--- src/rtl/dm_access_arbiter.sv ---
// dm_access_arbiter: two-port access arbiter for the byte-addressed data memory.
// Ports:
//   clk, rst                       clock, sync active-high reset
//   mN_req/we/addr/wdata/type      request fields, port 0 = MEM stage, port 1 = loader
//   mN_gnt                         combinational grant (accepted when req & gnt)
//   mN_done/err/rdata              registered one-cycle response to the owner
//   dm_MemWrite/MemRead/addr/din/DMType  DM access fields
//   dm_dout                        DM combinational read data
module dm_access_arbiter #(
    parameter int DEPTH        = 128,
    parameter int STARVE_LIMIT = 4
) (
    input  logic        clk,
    input  logic        rst,
    input  logic        m0_req,
    input  logic        m0_we,
    input  logic [31:0] m0_addr,
    input  logic [31:0] m0_wdata,
    input  logic [2:0]  m0_type,
    input  logic        m1_req,
    input  logic        m1_we,
    input  logic [31:0] m1_addr,
    input  logic [31:0] m1_wdata,
    input  logic [2:0]  m1_type,
    output logic        m0_gnt,
    output logic        m1_gnt,
    output logic        m0_done,
    output logic        m1_done,
    output logic        m0_err,
    output logic        m1_err,
    output logic [31:0] m0_rdata,
    output logic [31:0] m1_rdata,
    output logic        dm_MemWrite,
    output logic        dm_MemRead,
    output logic [31:0] dm_addr,
    output logic [31:0] dm_din,
    output logic [2:0]  dm_DMType,
    input  logic [31:0] dm_dout
);
    localparam logic [2:0] DM_WORD  = 3'b000;
    localparam logic [2:0] DM_HALF  = 3'b001;
    localparam logic [2:0] DM_HALFU = 3'b010;
    localparam logic [2:0] DM_BYTE  = 3'b011;
    localparam logic [2:0] DM_BYTEU = 3'b100;

    logic [2:0]  starve_cnt;
    logic        p1_pri;
    logic        acc;
    logic        legal;
    logic        type_ok;
    logic        misal;
    logic        oor;
    logic        sel_we;
    logic [31:0] sel_addr;
    logic [31:0] sel_wdata;
    logic [2:0]  sel_type;
    logic [2:0]  size;
    logic [32:0] last;

    logic        resp_done;
    logic        resp_own;
    logic        resp_err;
    logic [31:0] resp_rdata;

    // Port 1 overrides the default port-0 priority once it has starved.
    assign p1_pri = {29'd0, starve_cnt} >= 32'(STARVE_LIMIT);
    assign m1_gnt = ~rst & m1_req & (~m0_req | p1_pri);
    assign m0_gnt = ~rst & m0_req & ~m1_gnt;
    assign acc    = m0_gnt | m1_gnt;

    assign sel_we    = m1_gnt ? m1_we    : m0_we;
    assign sel_addr  = m1_gnt ? m1_addr  : m0_addr;
    assign sel_wdata = m1_gnt ? m1_wdata : m0_wdata;
    assign sel_type  = m1_gnt ? m1_type  : m0_type;

    always_comb begin
        type_ok = 1'b1;
        misal   = 1'b0;
        size    = 3'd1;
        case (sel_type)
            DM_WORD: begin
                size  = 3'd4;
                misal = |sel_addr[1:0];
            end
            DM_HALF, DM_HALFU: begin
                size  = 3'd2;
                misal = sel_addr[0];
            end
            DM_BYTE, DM_BYTEU: size = 3'd1;
            default: type_ok = 1'b0;
        endcase
    end

    // Last byte touched, one bit wider so addresses near 2^32 cannot wrap.
    assign last  = {1'b0, sel_addr} + {30'd0, size} - 33'd1;
    assign oor   = last > 33'(DEPTH - 1);
    assign legal = acc & type_ok & ~misal & ~oor;

    assign dm_MemWrite = legal & sel_we;
    assign dm_MemRead  = legal & ~sel_we;
    assign dm_addr     = acc ? sel_addr  : 32'd0;
    assign dm_din      = acc ? sel_wdata : 32'd0;
    assign dm_DMType   = acc ? sel_type  : 3'd0;

    always_ff @(posedge clk) begin
        if (rst) begin
            starve_cnt <= 3'd0;
            resp_done  <= 1'b0;
            resp_own   <= 1'b0;
            resp_err   <= 1'b0;
            resp_rdata <= 32'd0;
        end else begin
            if (m1_req & ~m1_gnt)
                starve_cnt <= (starve_cnt == 3'd7) ? 3'd7 : starve_cnt + 3'd1;
            else
                starve_cnt <= 3'd0;
            resp_done  <= acc;
            resp_own   <= m1_gnt;
            resp_err   <= acc & ~legal;
            resp_rdata <= (legal & ~sel_we) ? dm_dout : 32'd0;
        end
    end

    // Gating with rst drops a response still pending when reset arrives.
    assign m0_done  = resp_done & ~resp_own & ~rst;
    assign m1_done  = resp_done &  resp_own & ~rst;
    assign m0_err   = m0_done & resp_err;
    assign m1_err   = m1_done & resp_err;
    assign m0_rdata = m0_done ? resp_rdata : 32'd0;
    assign m1_rdata = m1_done ? resp_rdata : 32'd0;
endmodule

--- config.mk ---
export PLATFORM = sky130hd
export DESIGN_NAME = dm_access_arbiter
export DESIGN_NICKNAME = d
export VERILOG_FILES = /design/src/rtl/dm_access_arbiter.sv
export SDC_FILE = /design/constraint.sdc
export NUM_CORES = 1
export LEC_CHECK = 0
export CAP_MARGIN = 20
export CORE_UTILIZATION = 35
export CTS_BUF_LIST = sky130_fd_sc_hd__clkbuf_8
export DETAILED_ROUTE_END_ITERATION = 10
export PLACE_DENSITY = 0.76
export SYNTH_ARGS = -nofsm -noshare
export SYNTH_HDL_FRONTEND = slang
export SYNTH_SLANG_ARGS = --single-unit
--- constraint.sdc ---
create_clock -name clk -period 10.2 [get_ports clk]
set_input_delay 1.02 -clock clk [delete_from_list [all_inputs] [get_ports clk]]
set_output_delay 1.02 -clock clk [all_outputs]
set_load 0.01 [all_outputs]
# Word level (Yosys, flattened, before mapping)

Cells that the tools add are included.

Register bits after elaboration: 38
Bits in latches: 0
Memory bits (writable): 0
Bits in read-only memories: 0
Output and inout port bits: 139
Memories: 0

Add/subtract/negate cells: 3
Multipliers: 0
Div/mod/pow operators: 0
Magnitude comparators: 2
Eq/ne operators: 5
Shift-type cells: 0
Mux-type cells: 13
Bitwise logic cells: 29
Reductions and logical operators: 6

Operators with widths:

| operator                                                              | number |
|---|---|
| 32-bit 2-to-1 mux                                                     | 6 |
| 32-bit by 3-bit adder with 33-bit output                              | 1 |
| 33-bit by 7-bit > comparator with 1-bit output, second input constant | 1 |
| 33-bit by 1-bit subtractor with 33-bit output, second input constant  | 1 |
| 1-bit AND                                                             | 17 |
| 1-bit NOT                                                             | 10 |
| 3-bit 2-to-1 mux                                                      | 3 |
| 2-bit OR reduction                                                    | 4 |
| 3-bit by 2-bit equality test with 1-bit output, second input constant | 2 |
| 3-bit equality test, second input constant                            | 2 |
| 3-bit case mux with 2 select lines                                    | 1 |
| 5-bit OR reduction                                                    | 1 |
| 3-bit by 1-bit adder with 3-bit output, second input constant         | 1 |
| 3-bit by 1-bit equality test with 1-bit output, second input constant | 1 |
| 3-bit greater-or-equal comparator, second input constant              | 1 |
| 3-bit logical NOT                                                     | 1 |
| 1-bit 2-to-1 mux                                                      | 2 |
| 1-bit bitwise OR                                                      | 2 |
| 1-bit case mux with 2 select lines                                    | 1 |

# Longest topological paths before layout

Depth in word-level cells: 15
Mapped depth: 22
Mapped depth without buffers: 20

# Least setup slack after synthesis

OpenSTA, ideal clock, no wires.

Path kind: input-to-output
From: in rst
To: out dm_MemWrite
Arrival: 5,293 ps
Setup slack: 3,887 ps
Stages on the path: 21
Cells stage by stage: nand3b_1 > buf_2 > inv_2 > mux2i_1 > xor2_1 > nand2_1 > ha_1 > inv_1 > ha_1 > inv_1 > fa_1 > nor2b_1 > o31ai_2 > a2111o_1 > a21boi_2 > nor2_1 > or4_4 > nor3_4 > o2111ai_4 > buf_6 > nor4_2

Cells in the longest elaborated chain, start to end: 13
Elaborated cells between the ends (all ways): 30
Those cells by class: add/sub (2); order compare (1); eq/ne (4); mux (6); bitwise (13); reduce/logical (4)

RTL lines:

| what                                                                                                             | RTL line | source |
|---|---|---|
| start: declaration                                                                                               | 14       | `input logic rst,` |
| 1-bit NOT *                                                                                                      | 67, 68   |  |
| 1-bit AND (2 in a row)                                                                                           | 67       | `assign m1_gnt = ~rst & m1_req & (~m0_req \| p1_pri);` |
| 3-bit 2-to-1 mux                                                                                                 | 74       | `assign sel_type = m1_gnt ? m1_type : m0_type;` |
| 3-bit by 1-bit equality test with 1-bit output or 3-bit by 2-bit equality test with 1-bit output (tied branches) | 80       | `case (sel_type)` |
| 2-bit OR reduction                                                                                               | --       |  |
| 3-bit case mux with 2 select lines                                                                               | 80       |  |
| 32-bit by 3-bit adder with 33-bit output                                                                         | 95       | `assign last = {1'b0, sel_addr} + {30'd0, size} - 33'd1;` |
| 33-bit by 1-bit subtractor with 33-bit output                                                                    | 95       |  |
| 33-bit by 7-bit > comparator with 1-bit output                                                                   | 96       | `assign oor = last > 33'(DEPTH - 1);` |
| 1-bit NOT                                                                                                        | 97       | `assign legal = acc & type_ok & ~misal & ~oor;` |
| 1-bit AND                                                                                                        | 97       |  |
| 1-bit AND *                                                                                                      | 99       | `assign dm_MemWrite = legal & sel_we;` |
| end: declaration                                                                                                 | 33       | `output logic dm_MemWrite,` |

Mark *: on every way between the ends. The rest lies on a longest branch, timed or not.

# Worst setup path after layout

From: in rst
To: out dm_MemRead

Cells in the longest elaborated chain, start to end: 13
Elaborated cells between the ends (all ways): 31
Those cells by class: add/sub (2); order compare (1); eq/ne (4); mux (6); bitwise (14); reduce/logical (4)

RTL lines:

| what                                                                                                             | RTL line | source |
|---|---|---|
| 1-bit NOT *                                                                                                      | 67, 68   |  |
| 1-bit AND (2 in a row)                                                                                           | 67       |  |
| 3-bit 2-to-1 mux                                                                                                 | 74       |  |
| 3-bit by 1-bit equality test with 1-bit output or 3-bit by 2-bit equality test with 1-bit output (tied branches) | 80       |  |
| 2-bit OR reduction                                                                                               | --       |  |
| 3-bit case mux with 2 select lines                                                                               | 80       |  |
| 32-bit by 3-bit adder with 33-bit output                                                                         | 95       |  |
| 33-bit by 1-bit subtractor with 33-bit output                                                                    | 95       |  |
| 33-bit by 7-bit > comparator with 1-bit output                                                                   | 96       |  |
| 1-bit NOT                                                                                                        | 97       |  |
| 1-bit AND                                                                                                        | 97       |  |
| 1-bit AND *                                                                                                      | 100      | `assign dm_MemRead = legal & ~sel_we;` |
| end: declaration                                                                                                 | 34       | `output logic dm_MemRead,` |

Marks and branches as above.

==> out/results.txt <==
CTS Buf Count - 5
Flop pwr share - 0.214
Area after DPL - 8510 um^2
Clk_lat worst skew - 300 ps
Drt drc - 23
RSZ-0062 raised after global routing - no
Drt first pass iters - 8
Crit Path Class - in -> out
Top cell type by total area after synthesis - dfxtp_1
TritonCTS sink count - 38
CORE AREA - 14,700 um^2
WL final - 20,000 um
Initial core utilization - 0.362
IO buf count - 310
CTS tree - built
Skew final - 8.46 ps
Max-slew violation count - 0
Sw Share - 0.386
Buf/Inv on CP - 6
Max incr delay on CP - 660 ps
Die width - 125 um
P_int - 0.000430 W
Slowest CP cell - buf_4
Largest fanout on the critical path - 64
Global-route wire length before repair - 31,600 um
Initial antenna violation count - 0
Run status - finished with violations
Hold Buf Count CTS - 0
Die ar. - 15,700 um^2
Net Sw Power - 0.000270 W
Worst setup margin - 2180 ps
Post-synth EDFFs - 0
Top-count cell post-synth - nand2_1
Clock share of power - 0.218
Minimum clock period - 8020 ps
Placer Congestion - 0.877
Part of the Yosys area used for sequential elements - 0.143
Final instance area - 8650 um^2
Crit-path leading delay family - buffers and inverters
Setup TNS - 0 ps
Overall global routing resource usage - 0.247
Dpl hpwl - 16,100 um
Comb power frac - 0.568
Share of cells above drive strength 1 - 0.0637
Io pins - 311
Nets - 1,259
Routed WL per cell - 16.1 um
Max Cap Viol - 0
Area grow syn2layout - 62.5%
Lkg Pwr - 3.50 nW
Initial DRC count - 376
Measured slew at the worst slew-check pin - 951 ps
Ratio of final minimum period to clock period - 0.787
Resized cells post-CTS - 0
Pre-CTS WS - 2240 ps
Violated checks - design-rule violations
Post-Syn Area per Cell - 6.82 um^2
Area share of the largest cell type after synthesis - 0.143
Flops & latches, synth - 38
Via/cell ratio - 5.15
Number of global-route vias before repair - 5,966
Critical Path RT - 9180 ps
Synth warnings - 0
Global route overflow - 0
H-tree levels - 2
Slew margin rel. - 0.364
Critical path capture point type - output pin
Post-route ant nets - 0
Min-Delay Path Class - reg -> reg
Post-Synthesis Cells - 780
Cell Area, Synth - 5320 um^2
Largest net degree at the start of global routing - 71
Clk slew on worst S/H paths - 70 ps
CP arrival - 7000 ps
Pwr per Cell Area - 80.9 nW/um^2
Post-CTS setup buffer count - 0
Post-synth top flop - dfxtp_1
Max Fclk - 0.125 GHz
Die height - 125 um
# setup viols final - 0
Mapped Nets - 988
Distinct cells, synth - 65
Post-synth top cells - nand2_1 (135), a21oi_1 (81), nor2_1 (72)
# rows - 44
Clock Tree Buf Depth - 2
Synth area leaders - dfxtp_1 (14%), nand2_1 (9.5%), and2_1 (8.3%), ha_1 (8.2%), a21oi_1 (7.6%)
ANT cells - 0
Startpoint Class - primary input
Max IR drop VDD - 45.2 uV
Critical-path cell list - clkdlybuf4s50_1, nand3b_1, buf_4, mux2i_1, ha_1, inv_1, ha_1, inv_1, fa_1, nor2b_1, o31ai_2, a2111oi_0, o21ai_1, a21boi_0, nor2_1, nor4_2, o2111ai_4, buf_4, nor4b_1, clkdlybuf4s50_1
Via count - 6,360
Final Hold Fails - 0
Synth async-reset ratio - 0
Root buf cell - clkbuf_8
==> final timing paths <==
kind | from | endpoint | slack (ps) | cells after the start
worst max-delay path | rst | dm_MemRead | 2180 | 20
worst min-delay path | starve_cnt[0]$_SDFF_PP0_ | starve_cnt[0]$_SDFF_PP0_ | 430 | 1
worst max register to register | starve_cnt[2]$_SDFF_PP0_ | resp_rdata[17]$_SDFF_PP0_ | 5050 | 19
worst min register to register | starve_cnt[0]$_SDFF_PP0_ | starve_cnt[0]$_SDFF_PP0_ | 430 | 1
==> flip-flops by register name (all words and copies together) (netlist names) <==
name	flops
resp_done	1
resp_err	1
resp_own	1
resp_rdata	32
starve_cnt	3
==> layout by cell type, fill, tap and decap left out, types with 3 or more instances in the layout <==
cell type,synthesis,final
nand2_1,135,134
o21ai_0,25,25
a211oi_1,6,6
a21oi_1,81,81
inv_1,46,46
o21ai_1,5,5
nand3_1,9,9
dfxtp_1,38,38
nor3_1,11,11
ha_1,35,35
mux2i_1,40,39
clkdlybuf4s50_1,0,310
and2_1,71,71
nor3b_1,5,4
nor4b_1,3,3
xnor2_1,6,6
o21bai_1,3,3
a21o_1,6,6
o21a_1,7,7
buf_4,0,8
nand4_1,12,12
xor2_1,8,8
nor4_2,32,32
nor4_1,5,5
nor2b_1,3,3
mux2_2,5,5
nand2b_1,5,5
nand3b_1,3,3
a31oi_1,3,3
clkbuf_8,0,5
nor2_1,72,72
a21boi_0,3,3
o211ai_1,5,5
==> cell families after synthesis <==
kind of cell / synth area share
multiplexers: 0.0858
XOR/XNOR: 0.0230
flip-flops: 0.143
buffers and inverters: 0.0771
AO/OA/AOI/OAI: 0.192
adder cells (fa/ha/maj): 0.0861
AND/OR/NAND/NOR: 0.393
==> area by class of cell <==
class	instances	area, um^2
Clock buffer	5	68.8
Clock inverter	3	68.8
Fill cell	1373	6050
Inverter	47	176
Multi-Input combinational cell	641	4180
Sequential cell	38	761
Tap cell	184	230
Timing Repair Buffer	318	3160
==> metrics by stage <==
step | total power [W] | cells | util | hold WS, ps
floorplan | 0.000392 | 780 | - | 398
global placement | 0.000547 | 1228 | 0.579 | 407
detailed placement | 0.000548 | 1228 | 0.579 | 420
CTS | 0.000702 | 1236 | 0.588 | 431
global route | 0.000750 | 1236 | 0.588 | 450
finish | 0.000700 | 1236 | 0.588 | 429
==> worst reg2reg max path, cell delays in order, from the launching register on <==
cell and delay, ps:
dfxtp_1 310, nand2b_1 130, nand3b_1 120, buf_4 660
mux2i_1 380, ha_1 260, inv_1 60, ha_1 160
inv_1 60, fa_1 350, nor2b_1 150, o31ai_2 120
a2111oi_0 580, o21ai_1 190, a21boi_0 270, nor2_1 90
nor4_2 360, o2111ai_4 150, buf_4 320, nor4_1 340
==> routing by layer <==
metal,part of all wire,track usage,up-vias
li1,-,-,3237
met1,0.42,0.302,2883
met2,0.49,0.437,208
met3,0.055,0.0484,32
met4,0.027,0.0674,0
met5,0,0,-
==> power by group through the flow <==
stage / combinational [W] / sequential (W) / clock (W)
2_1_floorplan: 0.000239 / 0.000153 / 0
3_3_place_gp: 0.000394 / 0.000153 / 0
3_5_place_dp: 0.000395 / 0.000153 / 0
4_1_cts: 0.000397 / 0.000150 / 0.000155
5_1_grt: 0.000437 / 0.000150 / 0.000163
6_report: 0.000398 / 0.000150 / 0.000152
(Power assumes the default switching activity.)
